**src/rtl/serial_xs3_bcd_codec.sv**
```systemverilog
// Bit-serial LSB-first excess-3 <-> BCD converter with framing,
// restart/abort handling and per-digit code-validity checking.
module serial_xs3_bcd_codec #(
  parameter int DIGITS = 4
) (
  input  logic clock,
  input  logic reset,
  input  logic i_mode,
  input  logic i_in_valid,
  input  logic i_in_bit,
  input  logic i_in_first,
  output logic o_out_valid,
  output logic o_out_bit,
  output logic o_out_last,
  output logic o_digit_err,
  output logic o_frame_err,
  output logic o_abort
);

  localparam int DW = (DIGITS > 1) ? $clog2(DIGITS) : 1;

  typedef enum logic {
    IDLE = 1'b0,
    RUN  = 1'b1
  } state_t;

  state_t        r_state;
  logic          r_mode;
  logic          r_carry;
  logic [1:0]    r_bit_cnt;
  logic [DW-1:0] r_dig_cnt;
  logic [2:0]    r_shift;
  logic          r_sticky;
  logic          r_out_valid;
  logic          r_out_bit;
  logic          r_out_last;
  logic          r_digit_err;
  logic          r_frame_err;
  logic          r_abort;

  logic          w_start;
  logic          w_accept;
  logic          w_mode;
  logic [1:0]    w_bit;
  logic [DW-1:0] w_dig;
  logic          w_c;
  logic [3:0]    w_k_vec;
  logic          w_k;
  logic          w_sum;
  logic          w_cnext;
  logic [3:0]    w_digit;
  logic          w_range_err;
  logic          w_err;
  logic          w_last;
  logic          w_sticky;

  // A frame start (first bit) resets the frame context in the same cycle.
  assign w_start  = i_in_valid & i_in_first;
  assign w_accept = i_in_valid & (i_in_first | (r_state == RUN));
  assign w_mode   = w_start ? i_mode : r_mode;
  assign w_bit    = w_start ? 2'd0 : r_bit_cnt;
  assign w_dig    = w_start ? '0 : r_dig_cnt;
  assign w_c      = (w_bit == 2'd0) ? 1'b0 : r_carry;
  assign w_k_vec  = w_mode ? 4'b0011 : 4'b1101;
  assign w_k      = w_k_vec[w_bit];
  assign w_sum    = i_in_bit ^ w_k ^ w_c;
  assign w_cnext  = (i_in_bit & w_k) | (i_in_bit & w_c) | (w_k & w_c);

  assign w_digit  = {i_in_bit, r_shift};
  assign w_range_err = w_mode ? (w_digit > 4'd9)
                              : ((w_digit < 4'd3) || (w_digit > 4'd12));
  assign w_err    = (w_bit == 2'd3) & w_range_err;
  assign w_last   = (w_bit == 2'd3) && (w_dig == DW'(DIGITS - 1));
  assign w_sticky = (w_start ? 1'b0 : r_sticky) | w_err;

  always_ff @(posedge clock) begin
    if (reset) begin
      r_state     <= IDLE;
      r_mode      <= 1'b0;
      r_carry     <= 1'b0;
      r_bit_cnt   <= 2'd0;
      r_dig_cnt   <= '0;
      r_shift     <= 3'd0;
      r_sticky    <= 1'b0;
      r_out_valid <= 1'b0;
      r_out_bit   <= 1'b0;
      r_out_last  <= 1'b0;
      r_digit_err <= 1'b0;
      r_frame_err <= 1'b0;
      r_abort     <= 1'b0;
    end else begin
      r_out_valid <= w_accept;
      r_out_bit   <= w_accept & w_sum;
      r_out_last  <= w_accept & w_last;
      r_digit_err <= w_accept & w_err;
      r_frame_err <= w_accept & w_last & w_sticky;
      r_abort     <= w_start & (r_state == RUN);
      if (w_accept) begin
        r_mode    <= w_mode;
        r_carry   <= w_cnext;
        r_shift   <= {i_in_bit, r_shift[2:1]};
        r_sticky  <= w_sticky;
        r_bit_cnt <= w_bit + 2'd1;
        if (w_bit == 2'd3)
          r_dig_cnt <= w_last ? '0 : w_dig + 1'b1;
        else
          r_dig_cnt <= w_dig;
        r_state <= w_last ? IDLE : RUN;
      end
    end
  end

  assign o_out_valid = r_out_valid;
  assign o_out_bit   = r_out_bit;
  assign o_out_last  = r_out_last;
  assign o_digit_err = r_digit_err;
  assign o_frame_err = r_frame_err;
  assign o_abort     = r_abort;

endmodule

```
**config.mk**
```make
export PLATFORM = sky130hd
export DESIGN_NAME = serial_xs3_bcd_codec
export DESIGN_NICKNAME = d
export VERILOG_FILES = /design/src/rtl/serial_xs3_bcd_codec.sv
export SDC_FILE = /design/constraint.sdc
export NUM_CORES = 1
export LEC_CHECK = 0
export ABC_AREA = 0
export CAP_MARGIN = 5
export CORE_AREA = 4 4 41 43
export DETAILED_ROUTE_END_ITERATION = 6
export DIE_AREA = 0 0 45 47
export DONT_BUFFER_PORTS = 1
export PLACE_DENSITY = 0.84
export RECOVER_POWER = 25
export SLEW_MARGIN = 20
export SYNTH_ARGS = -nofsm -noshare
export SYNTH_HDL_FRONTEND = slang
export SYNTH_SLANG_ARGS = --single-unit
```
**constraint.sdc**
```tcl
create_clock -name clock -period 3.1 [get_ports clock]
set_input_delay 0.31 -clock clock [delete_from_list [all_inputs] [get_ports clock]]
set_output_delay 0.31 -clock clock [all_outputs]
set_load 0.02 [all_outputs]
```
## Yosys cells after proc, flatten, opt, wreduce, memory -nomap -nowiden

Index checks and enable logic that the tools add are counted.

| operators by class | value |
|---|---|
| $add $sub $neg | 2 |
| bitwise operators | 17 |
| equality and inequality tests | 2 |
| mux-type cells | 12 |
| reductions and logical operators | 3 |
| $lt $le $gt $ge | 4 |

Operator list:

| operator | count |
|---|---|
| $and A1 B1 Y1 | 11 |
| $gt A4 B4 Y1 const B | 2 |
| $mux W2 | 4 |
| $mux W1 | 6 |
| $add A2 B1 Y2 const B | 2 |
| $eq A2 B2 Y1 const B | 2 |
| $lt A4 B2 Y1 const B | 1 |
| $mux W4 | 1 |
| $or A1 B1 Y1 | 4 |
| $lt A2 B3 Y1 const B | 1 |
| $bmux W1 S2 | 1 |
| $logic_not A2 Y1 | 1 |
| $xor A1 B1 Y1 | 2 |
| $logic_and A1 B1 Y1 | 1 |
| $logic_or A1 B1 Y1 | 1 |

| storage, ports and cells | value |
|---|---|
| input bits | 6 |
| output and inout bits | 6 |
| flip-flop bits (word level) | 17 |

## Longest topological paths before layout

Gate-level depths: netlist of the first run.

| depth | value |
|---|---|
| depth after elaboration | 8 |
| gate-level depth with buffers | 8 |

## Worst setup path before layout of the first run

OpenSTA, ideal clock, no wires.

| timing | value |
|---|---|
| path kind | input to register |
| start point | input port i_in_first |
| end point | register r_out_bit (netlist: o_out_bit) |
| path buffers | 1 |
| stages on the path | 8 |
| path slack | 1.431 ns |
| data required time | 3.022 ns |
| arrival time | 1.591 ns |
| cell sequence | buf_6 -> nand2_2 -> and2_2 -> inv_1 -> ha_1 -> nand2b_1 -> fa_1 -> nor3_1 |

| on the way | value |
|---|---|
| word-level cells in the longest chain between the ends | 8 |
| elaborated cells on any way between the ends | 13 |
| classes of those cells | 6 x mux; 6 x bitwise; 1 x reduce/logical |

RTL lines:

| what | RTL line | RTL |
|---|---|---|
| start, declared | 11 | `input logic i_in_first,` |
| $and A1 B1 Y1 | 58 | `assign w_start = i_in_valid & i_in_first;` |
| $mux W1 | 60 | `assign w_mode = w_start ? i_mode : r_mode;` |
| $mux W4 | 64 | `assign w_k_vec = w_mode ? 4'b0011 : 4'b1101;` |
| $bmux W1 S2 | 65 | `assign w_k = w_k_vec[w_bit];` |
| $mux W1 (not written as such) | 65 |  |
| $xor A1 B1 Y1 (2 in a row) | 66 | `assign w_sum = i_in_bit ^ w_k ^ w_c;` |
| $and A1 B1 Y1 (*) | 93 | `r_out_bit <= w_accept & w_sum;` |
| end signal, assigned | 93 |  |
| end, declared | 35 | `logic r_out_bit;` |

Mark *: on every way between the ends. The rest lies on a longest branch, timed or not. The select of a mux whose other input is x is not followed.
A chain may end at the register's enable or synchronous reset.

## Worst setup path after layout of the first run

| timing | value |
|---|---|
| start point | register r_bit_cnt[0] |
| end point | register r_out_bit (netlist: o_out_bit) |

| on the way | value |
|---|---|
| word-level cells in the longest chain between the ends | 6 |
| elaborated cells on any way between the ends | 8 |
| classes of those cells | 4 x mux; 3 x bitwise; 1 x reduce/logical |

RTL lines:

| what | RTL line | RTL |
|---|---|---|
| start, declared | 30 | `logic [1:0] r_bit_cnt;` |
| start signal, assigned | 103 | `r_bit_cnt <= w_bit + 2'd1;` |
| $mux W2 (*) | 61 | `assign w_bit = w_start ? 2'd0 : r_bit_cnt;` |
| $bmux W1 S2 | 65 |  |
| $mux W1 (not written as such) | 65 |  |
| $xor A1 B1 Y1 | 66 |  |
| $xor A1 B1 Y1 (*) | 66 |  |
| $and A1 B1 Y1 (*) | 93 |  |

Marks and branches as above.

==> metrics.yaml, run 1 <==
run_status:
  outcome: "finished, final reports clean"
placed_design:
  dp.cells: 95
  dp_hpwl_um: 988
  post-place-ws_ns: 1.47
  io_buffers: 0
  routabilityCongestion: 0.735
power:
  sw_frac_of_total: 0.254
  powerDensity_mw_per_mm2: 492
  combPwrFrac: 0.081
  clkPwrFrac: 0.315
  vdd_drop_max_mv: 0.252
  total_leakage_power_nw: 0.301
  power_frac_seq: 0.604
  power_switching_mw: 0.0980
  internal_power_mw: 0.287
cts:
  post_cts_buffers: 0
  cts_max_level: 1
  cts.clk_slew.worst_paths_ns: 0.10
  cts_hold_buf: 0
  clockBufferDepth: 2
  root_buffer: "clkbuf_4"
  cts_tree: "done"
  cts_made_buffers: 3
  cts.sink_count: 17
  cts_resized: 0
  worstSkewPairLatency_ns: 0.30
synth:
  avgSynthCellArea_sq_um: 9.21
  synth_edf_count: 0
  syn_nets: 93
  ys_types: 29
  yosysSeqAreaShare: 0.445
  synthCells: 83
  synth-async-reset-ratio: 0
  ys.flop_type: "dfxtp_1"
  synth_warnings: 0
  syn-cell-area_sq_um: 764
  ys_ff_latch: 17
critical_path:
  cp.arrival_ns: 1.81
  crit_type: "flop to flop"
  crit_required_ns: 3.32
  setup.worst_path.end_class: "flop"
  worstPathMaxFanout: 4
  startpoint_type: "flop"
job:
  cap_violations: 0
finish:
  stdcell_count: 99
  final_nets: 95
  layout_common_cells: "17 x dfxtp_1, 13 x nand2_1, 9 x a21oi_1"
  antenna_cells: 0
  final_layout_size_suffix_gt1_frac: 0.167
  area_growth_pct: 2.45
  fin_util: 0.602
  final_common_cell: "dfxtp_1"
die:
  dieHeight_um: 47
  core-area_sq_mm: 0.00130
  rows: 13
  io_pins: 12
  dieArea_sq_mm: 0.00212
  fp.dieW_um: 45
  initial_core_util: 0.587
sta:
  layout_setup_ws_ns: 1.51
  drv_slew: 0
  fin_tns_setup_ns: 0
  rsz0062_at_grt: "no"
  fin_worst_skew_ns: 0.00337
  layout_min_cycle_time_ns: 1.59
  timing.final.crit_share: 0.511
  max_slew.worst_pin.slew_ns: 0.837
  hold_violations: 0
  setup_violations: 0
  max_freq_ghz: 0.631
  relSlewSlack: 0.436
route:
  drt-pass1-iter-count: 4
  drtIter0Drc: 12
  vias: 551
  drc: 0
  ant_nets: 0
  wire_per_inst_um: 13.7
  drt-total-wl_um: 1350
  routed_via_density: 5.57
grt:
  antenna_found_initial: 0
  grt.total_usage: 0.155
  grt_pass1_wl_um: 2350
  grt_pass1_vias: 520
  grt.overflow.total: 0
  grt_max_degree: 15
worst_hold_path:
  hold_class: "input port to flop"
-- flip-flops by register name (all words and copies together), names as in the netlist --
signal and cells:
r_mode 1, r_bit_cnt 2, o_digit_err 1, o_frame_err 1
o_out_last 1, r_shift 3, r_state 1, r_carry 1
r_dig_cnt 2, r_sticky 1, o_out_valid 1, o_abort 1
o_out_bit 1
-- logic make-up after synthesis --
logic type | after synthesis | synth area share
AO/OA/AOI/OAI | 20 | 0.177
XOR/XNOR | 1 | 0.0115
adder cells (fa/ha/maj) | 4 | 0.0753
buffers and inverters | 7 | 0.0458
flip-flops | 17 | 0.445
multiplexers | 2 | 0.0376
AND/OR/NAND/NOR | 32 | 0.208
-- layer usage --
metal	up-vias	track usage	part of all wire
met4	0	0.0877	0.028
met2	14	0.249	0.46
met5	-	0	0
li1	284	-	-
met3	6	0.0345	0.054
met1	247	0.193	0.46
-- final timing paths --
kind,from,end,slack [ns],cells after the start
hold / removal,reset,r_mode$_SDFFE_PP0P_,0.06,1
setup reg to reg,r_bit_cnt[0]$_SDFFE_PP0P_,o_out_bit$_SDFF_PP0_,1.51,6
hold reg to reg,r_shift[0]$_SDFFE_PP0P_,r_shift[0]$_SDFFE_PP0P_,0.49,2
setup / recovery,r_bit_cnt[0]$_SDFFE_PP0P_,o_out_bit$_SDFF_PP0_,1.51,6
-- critical path: stages (launching register included) --
cell	delay, ns
dfxtp_1	0.38
and2_2	0.17
inv_1	0.05
ha_1	0.16
nand2b_1	0.14
fa_1	0.43
nor3_1	0.18
-- cells in the mapped netlist, types with 2 or more instances --
master    number  area share
ha_1           3       0.049
nand2_1       13       0.064
o21a_1         2       0.020
a211oi_1       2       0.020
a21oi_1        9       0.059
o21ai_0        2       0.013
and2_2         4       0.039
nor2_1         5       0.025
nor3_1         4       0.026
dfxtp_1       17        0.45
inv_1          4       0.020
-- metrics by stage --
stage	instance area [sq um]	total power [mW]	hold WS, ns
after CTS	791	0.388	0.0636
after floorplan	764	0.268	0.387
final	783	0.385	0.0641
after global placement	763	0.269	0.382
after global routing	783	0.403	0.0480
after detailed placement	763	0.270	0.383
-- power by group through the flow --
stage	Sequential (mW)	Combinational (mW)	Clock (mW)
floorplan	0.237	0.0316	0
finish	0.233	0.0313	0.121
global placement	0.238	0.0308	0
detailed placement	0.238	0.0320	0
CTS	0.233	0.0323	0.123
global route	0.234	0.0358	0.133
-- layout make-up --
type | instances | area (sq um)
Clock buffer | 3 | 22.5
Sequential cell | 17 | 340
Clock inverter | 1 | 5.00
Tap cell | 15 | 18.8
Fill cell | 118 | 518
Multi-Input combinational cell | 59 | 382
Inverter | 4 | 15.0
Power figures use the tool's default switching activity.
==> run 2: changes to the inputs <==
- CORE_AREA: 4 4 41 43 -> default
- CORE_MARGIN: default -> 4
- CORE_UTILIZATION: default -> 52
- DIE_AREA: 0 0 45 47 -> default
- PLACE_DENSITY: 0.84 -> 0.81
- clock period: 3.1 -> 1.3 ns (I/O delays scaled with it)
==> run 2 against run 1 <==
Compared with the run above: via count grew 13%; clock power grew 130%; die area grew 1.5%; critical path type unchanged; critical path depth is the same; the run now ends with negative hold slack, negative setup slack left; combinational power grew to 3.8 times the previous value; first-iteration DRC count shrank 33%.
==> metrics.yaml, run 2 (synthesis gave the netlist of run 1 again) <==
critical_path:
  crit_required_ns: 1.49
  r2r_slack_ns: -0.19
  cp.arrival_ns: 1.68
  worstPathMaxFanout: 3
  setup.worst_path.end_class: "flop"
  crit_type: "flop to flop"
  startpoint_type: "flop"
route:
  drt-pass1-iter-count: 4
  vias: 622
  wire_per_inst_um: 14.7
  routed_via_density: 5.76
  ant_nets: 0
  drt-total-wl_um: 1590
  drtIter0Drc: 8
  drc: 0
die:
  initial_core_util: 0.566
  dieArea_sq_mm: 0.00215
  fp.dieW_um: 46.3
  io_pins: 12
  core-area_sq_mm: 0.00135
  dieHeight_um: 46.3
  rows: 13
placed_design:
  routabilityCongestion: 0.719
  io_buffers: 0
  dp_hpwl_um: 1020
grt:
  grt_pass1_wl_um: 2480
  grt.overflow.total: 0
  antenna_found_initial: 0
  grt_pass1_vias: 568
  grt.total_usage: 0.168
  grt_max_degree: 15
sta:
  holdWs_ns: -0.106
  rsz0062_at_grt: "yes"
  setup_violations: 2
  layout_min_cycle_time_ns: 1.49
  drv_slew: 0
  timing.final.crit_share: 1.14
  relSlewSlack: 0.801
  max_freq_ghz: 0.673
  layout_setup_ws_ns: -0.187
  max_slew.worst_pin.slew_ns: 0.291
  hold_violations: 12
  fin_worst_skew_ns: 0.00186
finish:
  fill_cells: 93
  antenna_cells: 0
  fin_util: 0.677
  regMostFlops: "r_shift"
  reg_top3: "r_shift (3), r_bit_cnt (2), r_dig_cnt (2)"
  final_layout_size_suffix_gt1_frac: 0.376
  final_common_cell: "dfxtp_1"
  final_nets: 104
  largest_reg_flops: 3
  area_growth_pct: 19.5
  layout_common_cells: "14 x dfxtp_1, 13 x nand2_1, 7 x a21oi_1, 7 x buf_4, 5 x nor2_1"
run_status:
  violations: "negative hold slack, negative setup slack"
  outcome: "finished, violations left"
cts:
  cts.clk_slew.worst_paths_ns: 0.09
  cts_tree: "done"
  clockBufferDepth: 2
  root_buffer: "clkbuf_4"
  worstSkewPairLatency_ns: 0.29
  cts_max_level: 1
  cts_made_buffers: 3
  cts.sink_count: 17
  cts_hold_buf: 2
job:
  cap_violations: 0
power:
  power_frac_seq: 0.586
  power_switching_mw: 0.233
  combPwrFrac: 0.124
  vdd_drop_max_mv: 0.432
  powerDensity_mw_per_mm2: 1040
  clkPwrFrac: 0.290
  total_leakage_power_nw: 0.363
  sw_frac_of_total: 0.244
  internal_power_mw: 0.720
worst_hold_path:
  hold_class: "input port to flop"
## run 2: layout make-up
class	instances	area [sq um]	area share
multi-input combinational	59	437	0.478
sequential	17	344	0.377
timing repair buffer	9	72.6	0.0795
clock buffer	4	26.3	0.0288
tap	15	18.8	0.0205
inverter	4	15.0	0.0164
## run 2: final timing paths
kind	from	to	cells past startpoint
max	r_bit_cnt[0]$_SDFFE_PP0P_	o_out_bit$_SDFF_PP0_	6
min	reset	r_carry$_SDFFE_PP0P_	1
max reg2reg	r_bit_cnt[0]$_SDFFE_PP0P_	o_out_bit$_SDFF_PP0_	6
min reg2reg	r_dig_cnt[1]$_SDFFE_PP0P_	r_dig_cnt[1]$_SDFFE_PP0P_	2
## run 2: timing repair
item | 4_1_cts | 5_1_grt
endpoints found under the setup margin | 2 | 5
pin swaps | 0 | 1
buffers inserted | 1 | 0
resized for setup | 4 | 9
endpoints found under the hold margin | 14 | 12
## run 2: per-stage QoR
stage,setup TNS [ns],total power [mW],std cells,setup WS [ns],area [sq um]
after floorplan,-0.241,0.647,83,-0.134,781
after global placement,-0.218,0.661,101,-0.111,825
after detailed placement,-0.281,0.667,101,-0.143,825
after CTS,-0.272,0.940,108,-0.137,885
after global routing,-0.436,0.997,108,-0.263,913
final,-0.305,0.952,108,-0.187,913
## run 2: power by group through the flow
stage,registers [mW],clock network [mW],logic (mW)
6_report,0.558,0.277,0.118
5_1_grt,0.560,0.308,0.130
4_1_cts,0.557,0.279,0.104
3_5_place_dp,0.568,0,0.0988
3_3_place_gp,0.567,0,0.0937
2_1_floorplan,0.566,0,0.0812
## run 2: metal layers
| layer | track usage | routed length (um) | up-vias |
|---|---|---|---|
| li1 | - | - | 306 |
| met1 | 0.197 | 731 | 297 |
| met2 | 0.280 | 754 | 17 |
| met3 | 0.0508 | 74 | 2 |
| met4 | 0.0682 | 26 | 0 |
| met5 | 0 | 0 | - |
## run 2: worst max-delay path, stage by stage, from the launching register on
cell and delay (ns):
dfxtp_2 0.35, and2_4 0.15, inv_2 0.04, ha_4 0.14, nand2b_4 0.14, fa_2 0.54
nor3_2 0.04
==> RTL edit: new RTL, config.mk and constraints of run 2 <==
Add an input register stage for `i_mode`, `i_in_valid` and `i_in_bit`, without a reset; this delays them by one clock.
--- a/src/rtl/serial_xs3_bcd_codec.sv
+++ b/src/rtl/serial_xs3_bcd_codec.sv
@@ -24,4 +24,14 @@
     RUN  = 1'b1
   } state_t;
+
+  logic i_mode_q;
+  logic i_in_valid_q;
+  logic i_in_bit_q;
+
+  always_ff @(posedge clock) begin
+    i_mode_q     <= i_mode;
+    i_in_valid_q <= i_in_valid;
+    i_in_bit_q   <= i_in_bit;
+  end
 
   state_t        r_state;
@@ -56,7 +66,7 @@
 
   // A frame start (first bit) resets the frame context in the same cycle.
-  assign w_start  = i_in_valid & i_in_first;
-  assign w_accept = i_in_valid & (i_in_first | (r_state == RUN));
-  assign w_mode   = w_start ? i_mode : r_mode;
+  assign w_start  = i_in_valid_q & i_in_first;
+  assign w_accept = i_in_valid_q & (i_in_first | (r_state == RUN));
+  assign w_mode   = w_start ? i_mode_q : r_mode;
   assign w_bit    = w_start ? 2'd0 : r_bit_cnt;
   assign w_dig    = w_start ? '0 : r_dig_cnt;
@@ -64,8 +74,8 @@
   assign w_k_vec  = w_mode ? 4'b0011 : 4'b1101;
   assign w_k      = w_k_vec[w_bit];
-  assign w_sum    = i_in_bit ^ w_k ^ w_c;
-  assign w_cnext  = (i_in_bit & w_k) | (i_in_bit & w_c) | (w_k & w_c);
+  assign w_sum    = i_in_bit_q ^ w_k ^ w_c;
+  assign w_cnext  = (i_in_bit_q & w_k) | (i_in_bit_q & w_c) | (w_k & w_c);
 
-  assign w_digit  = {i_in_bit, r_shift};
+  assign w_digit  = {i_in_bit_q, r_shift};
   assign w_range_err = w_mode ? (w_digit > 4'd9)
                               : ((w_digit < 4'd3) || (w_digit > 4'd12));
@@ -99,5 +109,5 @@
         r_mode    <= w_mode;
         r_carry   <= w_cnext;
-        r_shift   <= {i_in_bit, r_shift[2:1]};
+        r_shift   <= {i_in_bit_q, r_shift[2:1]};
         r_sticky  <= w_sticky;
         r_bit_cnt <= w_bit + 2'd1;
Check against the original RTL: not equivalent (Yosys sat finds a counterexample within 4 cycles, from zero or initial values and one cycle with reset high).
==> RTL edit against run 2 <==
  * The run still ends with negative hold slack, negative setup slack left
  * Wire length rose by 2.8%
  * Power rose by 14%
  * Area after synthesis rose by 7.9%
  * Non-clock buffer count rose by 3
  * Setup slack got worse by 0.087 ns
  * Hold slack got worse by 0.0083 ns
  * Die area rose by 6.5%
  * Combinational power rose by 13%
  * Final area rose by 14%
  * Sequential cell count rose by 3
  * Critical path depth rose by 1
  * Clock skew rose by 0.0056 ns
  * Clock power rose by 6%
  * Critical endpoint unchanged
  * Highest routed layer is now met3
==> RTL edit: results (changes against run 2) <==
status: finished with violations (unchanged)
failing checks: negative hold slack, negative setup slack (unchanged)
GRT met3 Usage: 0.0451 (was 0.0508)
P_sw: 262 uW (was 233 uW)
Synth top cells by count: 20 x dfxtp_1, 13 x nand2_1, 9 x a21oi_1 (was 17 x dfxtp_1, 13 x nand2_1, 9 x a21oi_1)
GP Congestion: 0.730 (was 0.719)
DR top layer: met3 (was met4)
top cells by area, synth: dfxtp_1 49%, nand2_1 5.9%, a21oi_1 5.5% (was dfxtp_1 45%, nand2_1 6.4%, a21oi_1 5.9%)
share of layout cells above drive strength 1: 0.384 (was 0.376)
Final Hold Fails: 14 (was 12)
pre-CTS setup slack: -0.237 ns (was -0.143 ns)
Final Setup Violations: 6 (was 2)
Arr. time, crit path: 1.75 ns (was 1.68 ns)
Slew headroom: 0.784 (was 0.801)
met3 WL: 57 um (was 74 um)
Routed WL: 1630 um (was 1590 um)
Syn Inst Count: 86 (was 83)
clk slew on worst S/H paths: 0.11 ns (was 0.09 ns)
nets: 110 (was 104)
WL met2: 806 um (was 754 um)
syn nets: 96 (was 93)
LEAKAGE: 0.393 nW (was 0.363 nW)
vias in the first global route: 545 (was 568)
Final HPWL DP: 1000 um (was 1020 um)
Hold Path End: r_bit_cnt[1]$_SDFFE_PP0N_ (was r_carry$_SDFFE_PP0P_)
met2 global-route usage: 0.248 (was 0.280)
setup_tns: -0.712 ns (was -0.305 ns)
detailed-route vias per instance: 5.43 (was 5.76)
VDD IR max: 0.579 mV (was 0.432 mV)
clock share of power: 0.271 (was 0.290)
smallest setup slack after layout: -0.273 ns (was -0.187 ns)
Worst Hold Slack: -0.114 ns (was -0.106 ns)
met1 wire length: 768 um (was 731 um)
GR Util All Layers: 0.160 (was 0.168)
## RTL edit: cell types whose count changed after synthesis
cell,change
dfxtp_1,+3
## RTL edit: final cells by class
type                            instances  area (um^2)
Multi-Input combinational cell         59          465
Fill cell                             104          464
Sequential cell                        20          407
Timing Repair Buffer                   12          109
Clock buffer                            4         26.3
Tap cell                               16         20.0
Inverter                                4         15.0
## RTL edit: kinds of logic after synthesis
| family | share of synthesized area |
|---|---|
| adders and majority gates | 0.0698 |
| and+or+nand+nor | 0.193 |
| buffers and inverters | 0.0425 |
| AOI/OAI and AO/OA | 0.164 |
| xor gates and xnor gates | 0.0106 |
| muxes | 0.0349 |
| DFF | 0.486 |
## RTL edit: repair_timing
| action | in CTS | in global routing |
|---|---|---|
| resized for setup | 14 | 7 |
| hold endpoints to repair | 17 | 14 |
| setup buffers | 3 | 1 |
| endpoints found under the setup margin | 5 | 8 |
| pin swaps | 6 | 5 |
